==> src/rtl/svpwm_gate_sequencer_pkg.sv <==
// rtl/svpwm_gate_sequencer_pkg.sv - shared constants, sector table and threshold helpers
package svpwm_gate_sequencer_pkg;

  localparam int unsigned PERIOD_DEFAULT = 8000;
  localparam int unsigned DEAD_DEFAULT   = 50;
  localparam int unsigned CNT_W_DEFAULT  = 14;
  localparam int unsigned CALC_W         = 16;
  localparam logic [2:0]  SECTOR_INVALID = 3'd0;

  typedef enum logic [1:0] {THR_LO, THR_M1, THR_M2, THR_HI} thr_sel_e;

  typedef struct packed {
    thr_sel_e a;
    thr_sel_e b;
    thr_sel_e c;
  } phase_sel_t;

  // 30-degree sub-sectors 1..12 fold onto the six 60-degree sectors.
  function automatic logic [2:0] sector_of(input logic [3:0] number_sector);
    logic [4:0] s;
    s = (5'(number_sector) + 5'd1) >> 1;
    if (number_sector == 4'd0 || number_sector > 4'd12) return SECTOR_INVALID;
    return s[2:0];
  endfunction

  function automatic phase_sel_t sector_sel(input logic [2:0] s);
    phase_sel_t sel;
    case (s)
      3'd1:    sel = '{a: THR_LO, b: THR_M1, c: THR_HI};
      3'd2:    sel = '{a: THR_M2, b: THR_LO, c: THR_HI};
      3'd3:    sel = '{a: THR_HI, b: THR_LO, c: THR_M1};
      3'd4:    sel = '{a: THR_HI, b: THR_M2, c: THR_LO};
      3'd5:    sel = '{a: THR_M1, b: THR_HI, c: THR_LO};
      3'd6:    sel = '{a: THR_LO, b: THR_HI, c: THR_M2};
      default: sel = '{a: THR_LO, b: THR_LO, c: THR_LO};
    endcase
    return sel;
  endfunction

  function automatic logic [CALC_W-1:0] pick(input thr_sel_e sel,
                                             input logic [CALC_W-1:0] lo,
                                             input logic [CALC_W-1:0] m1,
                                             input logic [CALC_W-1:0] m2,
                                             input logic [CALC_W-1:0] hi);
    logic [CALC_W-1:0] v;
    case (sel)
      THR_LO:  v = lo;
      THR_M1:  v = m1;
      THR_M2:  v = m2;
      default: v = hi;
    endcase
    return v;
  endfunction

  function automatic logic [CALC_W-1:0] sat(input logic [CALC_W-1:0] v,
                                            input logic [CALC_W-1:0] lim);
    return (v > lim) ? lim : v;
  endfunction

endpackage

==> src/rtl/svpwm_gate_sequencer_if.sv <==
// rtl/svpwm_gate_sequencer_if.sv - vector-time inputs and gate/carrier outputs of the sequencer
interface svpwm_gate_sequencer_if
  import svpwm_gate_sequencer_pkg::*;
#(
  parameter int unsigned CNT_W = CNT_W_DEFAULT
);
  logic             enable;
  logic [3:0]       number_sector;
  logic [CNT_W-1:0] T1;
  logic [CNT_W-1:0] T2;
  logic [CNT_W-1:0] T0;
  logic             synchr_clk;
  logic [CNT_W-1:0] carrier;
  logic             a_hi, a_lo, b_hi, b_lo, c_hi, c_lo;

  modport master (
    output enable, number_sector, T1, T2, T0,
    input  synchr_clk, carrier, a_hi, a_lo, b_hi, b_lo, c_hi, c_lo
  );

  modport slave (
    input  enable, number_sector, T1, T2, T0,
    output synchr_clk, carrier, a_hi, a_lo, b_hi, b_lo, c_hi, c_lo
  );
endinterface

==> src/rtl/svpwm_gate_sequencer_dead_time_inserter.sv <==
// rtl/svpwm_gate_sequencer_dead_time_inserter.sv - complementary leg drive with rising-edge dead-time
module svpwm_gate_sequencer_dead_time_inserter
  import svpwm_gate_sequencer_pkg::*;
#(
  parameter int unsigned DEAD = DEAD_DEFAULT
) (
  input  logic clk,
  input  logic reset,
  input  logic enable_i,
  input  logic raw_i,
  output logic hi_o,
  output logic lo_o
);
  localparam int unsigned CW     = (DEAD < 1) ? 1 : $clog2(DEAD + 1);
  localparam logic [CW-1:0] DEAD_C = CW'(DEAD);

  logic          prev_q;
  logic [CW-1:0] cnt_q, cnt_d;
  logic          hi_q, lo_q;
  logic          settled;

  // cnt counts samples equal to the previous one; a leg turns on only once raw
  // has held for DEAD+1 samples, so pulses of DEAD clocks or less vanish.
  always_comb begin
    if (raw_i != prev_q)      cnt_d = '0;
    else if (cnt_q == DEAD_C) cnt_d = cnt_q;
    else                      cnt_d = cnt_q + 1'b1;
    settled = (cnt_d == DEAD_C);
  end

  always_ff @(posedge clk) begin
    if (reset) begin
      prev_q <= 1'b0;
      cnt_q  <= '0;
      hi_q   <= 1'b0;
      lo_q   <= 1'b0;
    end else begin
      prev_q <= raw_i;
      if (!enable_i) begin
        cnt_q <= '0;
        hi_q  <= 1'b0;
        lo_q  <= 1'b0;
      end else begin
        cnt_q <= cnt_d;
        hi_q  <= raw_i & settled;
        lo_q  <= ~raw_i & settled;
      end
    end
  end

  assign hi_o = hi_q;
  assign lo_o = lo_q;
endmodule

==> src/rtl/svpwm_gate_sequencer.sv <==
// rtl/svpwm_gate_sequencer.sv - triangle carrier, shadowed 7-segment thresholds and gated leg drives
module svpwm_gate_sequencer
  import svpwm_gate_sequencer_pkg::*;
#(
  parameter int unsigned PERIOD = PERIOD_DEFAULT,
  parameter int unsigned DEAD   = DEAD_DEFAULT,
  parameter int unsigned CNT_W  = CNT_W_DEFAULT
) (
  input logic                   clk,
  input logic                   reset,
  svpwm_gate_sequencer_if.slave vt_if
);
  // Thresholds carry one extra bit so the invalid value PERIOD+1 is representable.
  localparam int unsigned       TW          = CNT_W + 1;
  localparam logic [CNT_W-1:0]  CNT_ONE     = CNT_W'(1);
  localparam logic [CNT_W-1:0]  CNT_TOP_M1  = CNT_W'(PERIOD - 1);
  localparam logic [CALC_W-1:0] PERIOD_CALC = CALC_W'(PERIOD);
  localparam logic [TW-1:0]     THR_PERIOD  = TW'(PERIOD);
  localparam logic [TW-1:0]     THR_INVALID = TW'(PERIOD + 1);

  logic [CNT_W-1:0]     carrier_q, carrier_d;
  logic                 up_q, up_d;
  logic                 synchr_q;
  logic [2:0][TW-1:0]   thr_q, thr_d;
  logic [2:0]           raw_q, raw_d;
  logic                 load;
  logic [CALC_W-1:0]    lo, m1, m2, hi;
  logic [2:0]           sector;
  phase_sel_t           sel;
  logic [2:0]           gate_hi, gate_lo;

  always_comb begin
    up_d = up_q;
    if (up_q) begin
      carrier_d = carrier_q + 1'b1;
      if (carrier_q == CNT_TOP_M1) up_d = 1'b0;
    end else begin
      carrier_d = carrier_q - 1'b1;
      if (carrier_q == CNT_ONE) up_d = 1'b1;
    end
  end

  // Shadow update one clock before the valley so the new pattern starts at carrier 0.
  assign load = !up_q && (carrier_q == CNT_ONE);

  always_comb begin
    lo = CALC_W'(vt_if.T0) >> 1;
    m1 = lo + CALC_W'(vt_if.T1);
    m2 = lo + CALC_W'(vt_if.T2);
    hi = m1 + CALC_W'(vt_if.T2);
  end

  assign sector = sector_of(vt_if.number_sector);
  assign sel    = sector_sel(sector);

  always_comb begin
    thr_d = thr_q;
    if (load) begin
      if (sector == SECTOR_INVALID) begin
        thr_d = {3{THR_INVALID}};
      end else begin
        thr_d[0] = TW'(sat(pick(sel.a, lo, m1, m2, hi), PERIOD_CALC));
        thr_d[1] = TW'(sat(pick(sel.b, lo, m1, m2, hi), PERIOD_CALC));
        thr_d[2] = TW'(sat(pick(sel.c, lo, m1, m2, hi), PERIOD_CALC));
      end
    end
  end

  always_comb begin
    for (int i = 0; i < 3; i++) begin
      raw_d[i] = ({1'b0, carrier_q} >= thr_q[i]);
    end
  end

  always_ff @(posedge clk) begin
    if (reset) begin
      carrier_q <= '0;
      up_q      <= 1'b1;
      synchr_q  <= 1'b0;
      thr_q     <= {3{THR_PERIOD}};
      raw_q     <= '0;
    end else begin
      carrier_q <= carrier_d;
      up_q      <= up_d;
      synchr_q  <= up_d;
      thr_q     <= thr_d;
      raw_q     <= raw_d;
    end
  end

  for (genvar i = 0; i < 3; i++) begin : g_leg
    svpwm_gate_sequencer_dead_time_inserter #(
      .DEAD (DEAD)
    ) u_dt (
      .clk      (clk),
      .reset    (reset),
      .enable_i (vt_if.enable),
      .raw_i    (raw_q[i]),
      .hi_o     (gate_hi[i]),
      .lo_o     (gate_lo[i])
    );
  end

  assign vt_if.carrier    = carrier_q;
  assign vt_if.synchr_clk = synchr_q;
  assign vt_if.a_hi       = gate_hi[0];
  assign vt_if.a_lo       = gate_lo[0];
  assign vt_if.b_hi       = gate_hi[1];
  assign vt_if.b_lo       = gate_lo[1];
  assign vt_if.c_hi       = gate_hi[2];
  assign vt_if.c_lo       = gate_lo[2];
endmodule

==> src/flat_wrapper.sv <==
// flat-port wrapper written by rule: the top's interface ports become plain ports
module svpwm_gate_sequencer_flat import svpwm_gate_sequencer_pkg::*;
#(
  parameter int unsigned PERIOD = PERIOD_DEFAULT,
  parameter int unsigned DEAD   = DEAD_DEFAULT,
  parameter int unsigned CNT_W  = CNT_W_DEFAULT
)
  (clk, reset, vt_if_enable, vt_if_number_sector, vt_if_T1, vt_if_T2, vt_if_T0, vt_if_synchr_clk, vt_if_carrier, vt_if_a_hi, vt_if_a_lo, vt_if_b_hi, vt_if_b_lo, vt_if_c_hi, vt_if_c_lo);
  svpwm_gate_sequencer_if #(.CNT_W(CNT_W)) vt_if_i ();
  input logic clk;
  input logic reset;
  input wire logic [$bits(vt_if_i.enable)-1:0] vt_if_enable;
  input wire logic [$bits(vt_if_i.number_sector)-1:0] vt_if_number_sector;
  input wire logic [$bits(vt_if_i.T1)-1:0] vt_if_T1;
  input wire logic [$bits(vt_if_i.T2)-1:0] vt_if_T2;
  input wire logic [$bits(vt_if_i.T0)-1:0] vt_if_T0;
  output wire logic [$bits(vt_if_i.synchr_clk)-1:0] vt_if_synchr_clk;
  output wire logic [$bits(vt_if_i.carrier)-1:0] vt_if_carrier;
  output wire logic [$bits(vt_if_i.a_hi)-1:0] vt_if_a_hi;
  output wire logic [$bits(vt_if_i.a_lo)-1:0] vt_if_a_lo;
  output wire logic [$bits(vt_if_i.b_hi)-1:0] vt_if_b_hi;
  output wire logic [$bits(vt_if_i.b_lo)-1:0] vt_if_b_lo;
  output wire logic [$bits(vt_if_i.c_hi)-1:0] vt_if_c_hi;
  output wire logic [$bits(vt_if_i.c_lo)-1:0] vt_if_c_lo;
  assign vt_if_i.enable = vt_if_enable;
  assign vt_if_i.number_sector = vt_if_number_sector;
  assign vt_if_i.T1 = vt_if_T1;
  assign vt_if_i.T2 = vt_if_T2;
  assign vt_if_i.T0 = vt_if_T0;
  assign vt_if_synchr_clk = vt_if_i.synchr_clk;
  assign vt_if_carrier = vt_if_i.carrier;
  assign vt_if_a_hi = vt_if_i.a_hi;
  assign vt_if_a_lo = vt_if_i.a_lo;
  assign vt_if_b_hi = vt_if_i.b_hi;
  assign vt_if_b_lo = vt_if_i.b_lo;
  assign vt_if_c_hi = vt_if_i.c_hi;
  assign vt_if_c_lo = vt_if_i.c_lo;
  svpwm_gate_sequencer #(.PERIOD(PERIOD), .DEAD(DEAD), .CNT_W(CNT_W)) u_core (.clk(clk), .reset(reset), .vt_if(vt_if_i));
endmodule
==> config.mk <==
export PLATFORM = sky130hd
export DESIGN_NAME = svpwm_gate_sequencer_flat
export DESIGN_NICKNAME = d
export VERILOG_FILES = /design/src/rtl/svpwm_gate_sequencer_pkg.sv /design/src/rtl/svpwm_gate_sequencer_if.sv /design/src/rtl/svpwm_gate_sequencer_dead_time_inserter.sv /design/src/rtl/svpwm_gate_sequencer.sv /design/src/flat_wrapper.sv
export SDC_FILE = /design/constraint.sdc
export NUM_CORES = 1
export LEC_CHECK = 0
export ABC_AREA = 1
export ABC_CLOCK_PERIOD_IN_PS = 9250
export BUFFER_PORTS_ARGS = -buffer_cell sky130_fd_sc_hd__buf_4
export CORE_ASPECT_RATIO = 1.2
export CORE_MARGIN = 2
export CORE_UTILIZATION = 25
export CTS_BUF_LIST = sky130_fd_sc_hd__clkbuf_8
export DETAILED_ROUTE_END_ITERATION = 10
export GPL_ROUTABILITY_DRIVEN = 0
export GPL_TIMING_DRIVEN = 0
export PLACE_DENSITY = 0.42
export SLEW_MARGIN = 20
export SYNTH_ARGS = -nofsm -noshare
export SYNTH_HDL_FRONTEND = slang
export SYNTH_SLANG_ARGS = --single-unit
==> constraint.sdc <==
create_clock -name clk -period 9.25 [get_ports clk]
set_input_delay 1.85 -clock clk [delete_from_list [all_inputs] [get_ports clk]]
set_output_delay 1.85 -clock clk [all_outputs]
set_load 0.1 [all_outputs]
==> flow_summary.ini <==
[outcome]
run_status = finished, final reports clean

[routing]
vias = 9604
vias_per_cell = 4.60
wl_per_cell_um = 15.3
firstDrtPassIters = 5
wl_mm = 31.9
drcViolationCount = 0
ant_nets = 0
drtIter0Drc = 479

[critical_path]
cp.buffers_inverters = 3
worstSetupStartpointType = input pin
cpMostUsedCell = nand2_1
slowest_delay_ns = 0.50
cp_data_arrival_time_ns = 5.89
crit_chain = buf_4, ha_1, fa_1, nand3_1, nand3_1, xor2_1, inv_1, ha_1, nand2_1, nor2_1, nand3_1, nand3_1, nand2_1, nand2_1, nand2_1, a211oi_1, nor2_1, nor2_1, buf_4, nand3b_1, nand2_1, nand2_1
critPathMaxFanout = 10
critPathTopFamily = simple AND/OR/NAND/NOR gates
end_kind = flop
slowest_stage = fa_1
crit_required_ns = 9.52
worstSetupPathType = in -> reg

[floorplanning]
die_w_um = 179
die_area_um2 = 38500
die_h_um = 214
ios = 70
core-area_um2 = 36600
rows = 77
initial_core_util = 0.252

[final_layout]
fillers = 4238
final_net_count = 1756
instances_no_fill = 2087
post-route-cell-area_um2 = 10500
fin_util = 0.287
area_delta_synth_final_pct = 14.0
diodes = 0
drive_gt1_frac = 0.0856

[clock_tree]
cts_tree = built
cts-buffers-inserted = 9
root_buffer = clkbuf_8
clk_latency_ns = 0.37
clk_path_buf_depth = 2
ctsResizeCount = 0
cts.reportedPaths.clkPinSlew_ns = 0.09
postCtsHoldBufs = 0
cts_sinks = 91
cts_setup_buffers = 0
htreeDepth = 3

[power_and_ir_drop]
p_int_mw = 0.703
p_seq_frac = 0.317
p_total_mw = 1.26
p_switching_mw = 0.553
power.leakage_nw = 5.26
swShare = 0.441
p_comb_frac = 0.469
ir_worst_vdd_mv = 0.0534
clkPwrFrac = 0.214
power_density_nw_per_um2 = 119

[placed_design]
pre_cts_ws_ns = 3.27
dp.cells = 2071
io_buffers = 67
dpl.hpwl_mm = 26.9
placed_area_um2 = 10300

[sta]
fin_hold_ws_ns = 0.457
period_minus_slack_ns = 5.62
fin_skew_ns = 0.0130
maxSlewViolCount = 0
setup_tns_ns = 0
setup_viol = 0
grt_setup_unrepaired = false
fmax_ghz = 0.178
worstMarginPinSlew_ns = 0.903
fin_crit_sh = 0.608
slew_headroom = 0.396
setup_ws_ns = 3.63
hold_violations = 0

[flow_run]
maxCapViolations = 0

[grt]
grt_max_degree = 16
grt_pass1_wl_mm = 50.8
grt_overflow = 0
antenna_found_initial = 0
grt_pass1_vias = 9629
grtUsageTotal = 0.169

[synthesis]
synth_cell_types = 52
ys_ff_latch = 91
yosysSeqAreaShare = 0.198
synth_edf_count = 0
netlist_area_um2 = 9220
syn_inst = 1530
avgSynthCellArea_um2 = 6.03
synth_nets = 1678
async_reset_ff_frac = 0
yosysWarnings = 0
synth_flop_cell = dfxtp_1

[hold_path]
hold_class = reg -> reg
==> cell usage after synthesis (4+ instances only) <==
library cell  count  share of area
a21oi_1         113          0.061
xor2_1           28          0.027
nand3b_1          7         0.0057
o211ai_1          7         0.0057
ha_1             96           0.13
buf_2             5         0.0027
clkbuf_1         12         0.0049
inv_2             6         0.0024
nand3_2           4         0.0043
buf_4             9         0.0073
nand4_1          30          0.020
nor3_1           30          0.016
o21ai_0          32          0.017
buf_6             4         0.0049
inv_1           221          0.090
nand2_4           4         0.0049
nand2_1         464           0.19
dfxtp_1          91           0.20
xnor2_1           7         0.0066
and2_1            9         0.0061
nor2_4            4         0.0049
nand2_2           7         0.0047
nand3_1         145          0.079
nor2_1          151          0.061
==> registers in the layout, summed over array words and instances (netlist names) <==
name,flops
u_core.g_leg.u_dt.lo_o,3
u_core.g_leg.u_dt.hi_o,3
u_core.vt_if.synchr_clk,1
u_core.vt_if.carrier,14
u_core.raw_q,3
u_core.thr_q,45
u_core.g_leg.u_dt.cnt_q,18
u_core.up_q,1
u_core.g_leg.u_dt.prev_q,3
==> cells in the final DEF, fill, tap and decap left out, types with 2 or more instances in the layout <==
cell type,count
inv_2,6
a21oi_1,113
a221oi_1,3
and3_1,2
fa_1,3
o221ai_1,2
nand2_1,464
buf_6,4
inv_1,221
buf_4,76
nor2_1,151
nor3b_1,2
nand3_2,4
buf_2,5
a211oi_1,3
o21bai_1,2
nand2_4,4
o2111ai_1,2
clkbuf_1,12
dfxtp_1,91
nand2_2,7
nand3_1,145
nand3b_1,7
nand4_1,30
inv_4,2
o21a_1,2
clkbuf_8,14
o211ai_1,7
ha_1,96
and2_1,9
nor3_1,30
o21ai_0,32
inv_6,2
or2_2,2
a21o_1,2
nor2_4,4
xnor2_1,7
xor2_1,28
==> per-layer routing <==
layer  vias to the layer above  share of wire  GRT usage
met4                         0          0.035     0.0691
met5                         -              0          0
met1                      4249           0.45      0.209
met3                        54          0.033     0.0105
li1                       5081              -          -
met2                       220           0.49      0.299
==> power groups by stage <==
stage          Combinational [mW]  Sequential, mW  Clock [mW]
2_1_floorplan               0.398           0.415           0
3_3_place_gp                0.586           0.407           0
3_5_place_dp                0.587           0.407           0
4_1_cts                     0.589           0.398       0.285
5_1_grt                     0.662           0.399       0.300
6_report                    0.590           0.398       0.269
==> final cells by class <==
class	count	area, µm²	area share
plain buffers	32	210	0.0200
clock buffers	12	165	0.0157
clock inverters	4	31.3	0.00297
inverters	230	868	0.0826
multi-input cells	1177	6320	0.601
flip-flops and latches	91	1820	0.173
well taps	474	593	0.0564
repair buffers	67	503	0.0478
==> path summary, 6_finish.rpt <==
path                                         startpoint          endpoint  slack, ns  cells after the start
worst max-delay path                        vt_if_T0[1]  u_core.thr_q[12]       3.63                     22
worst min-delay path                   u_core.thr_q[28]  u_core.thr_q[28]       0.46                      2
worst max register to register  u_core.vt_if.carrier[4]  u_core.thr_q[34]       6.53                     11
worst min register to register         u_core.thr_q[28]  u_core.thr_q[28]       0.46                      2
==> cells by family (layout without fill, tap and decap cells) <==
kind of cell               count (synthesis)  in the layout  synth area share
AOI/OAI and AO/OA                        176            176             0.106
xor gates and xnor gates                  36             36            0.0350
adders and majority gates                 99             99             0.137
buffers and inverters                    262            345             0.117
DFF                                       91             91             0.198
and+or+nand+nor                          866            866             0.408
==> worst reg2reg max path: stages, from the launching register on <==
cell	delay (ns)
dfxtp_1	0.44
nor2_1	0.14
inv_1	0.06
nor3_1	0.20
nand3_1	0.18
nor4_4	0.57
inv_1	0.15
nor2_1	0.20
clkinv_1	0.28
a21oi_1	0.22
nand2_1	0.10
a21oi_1	0.12
Note: power is estimated with default switching activity, not from simulation.
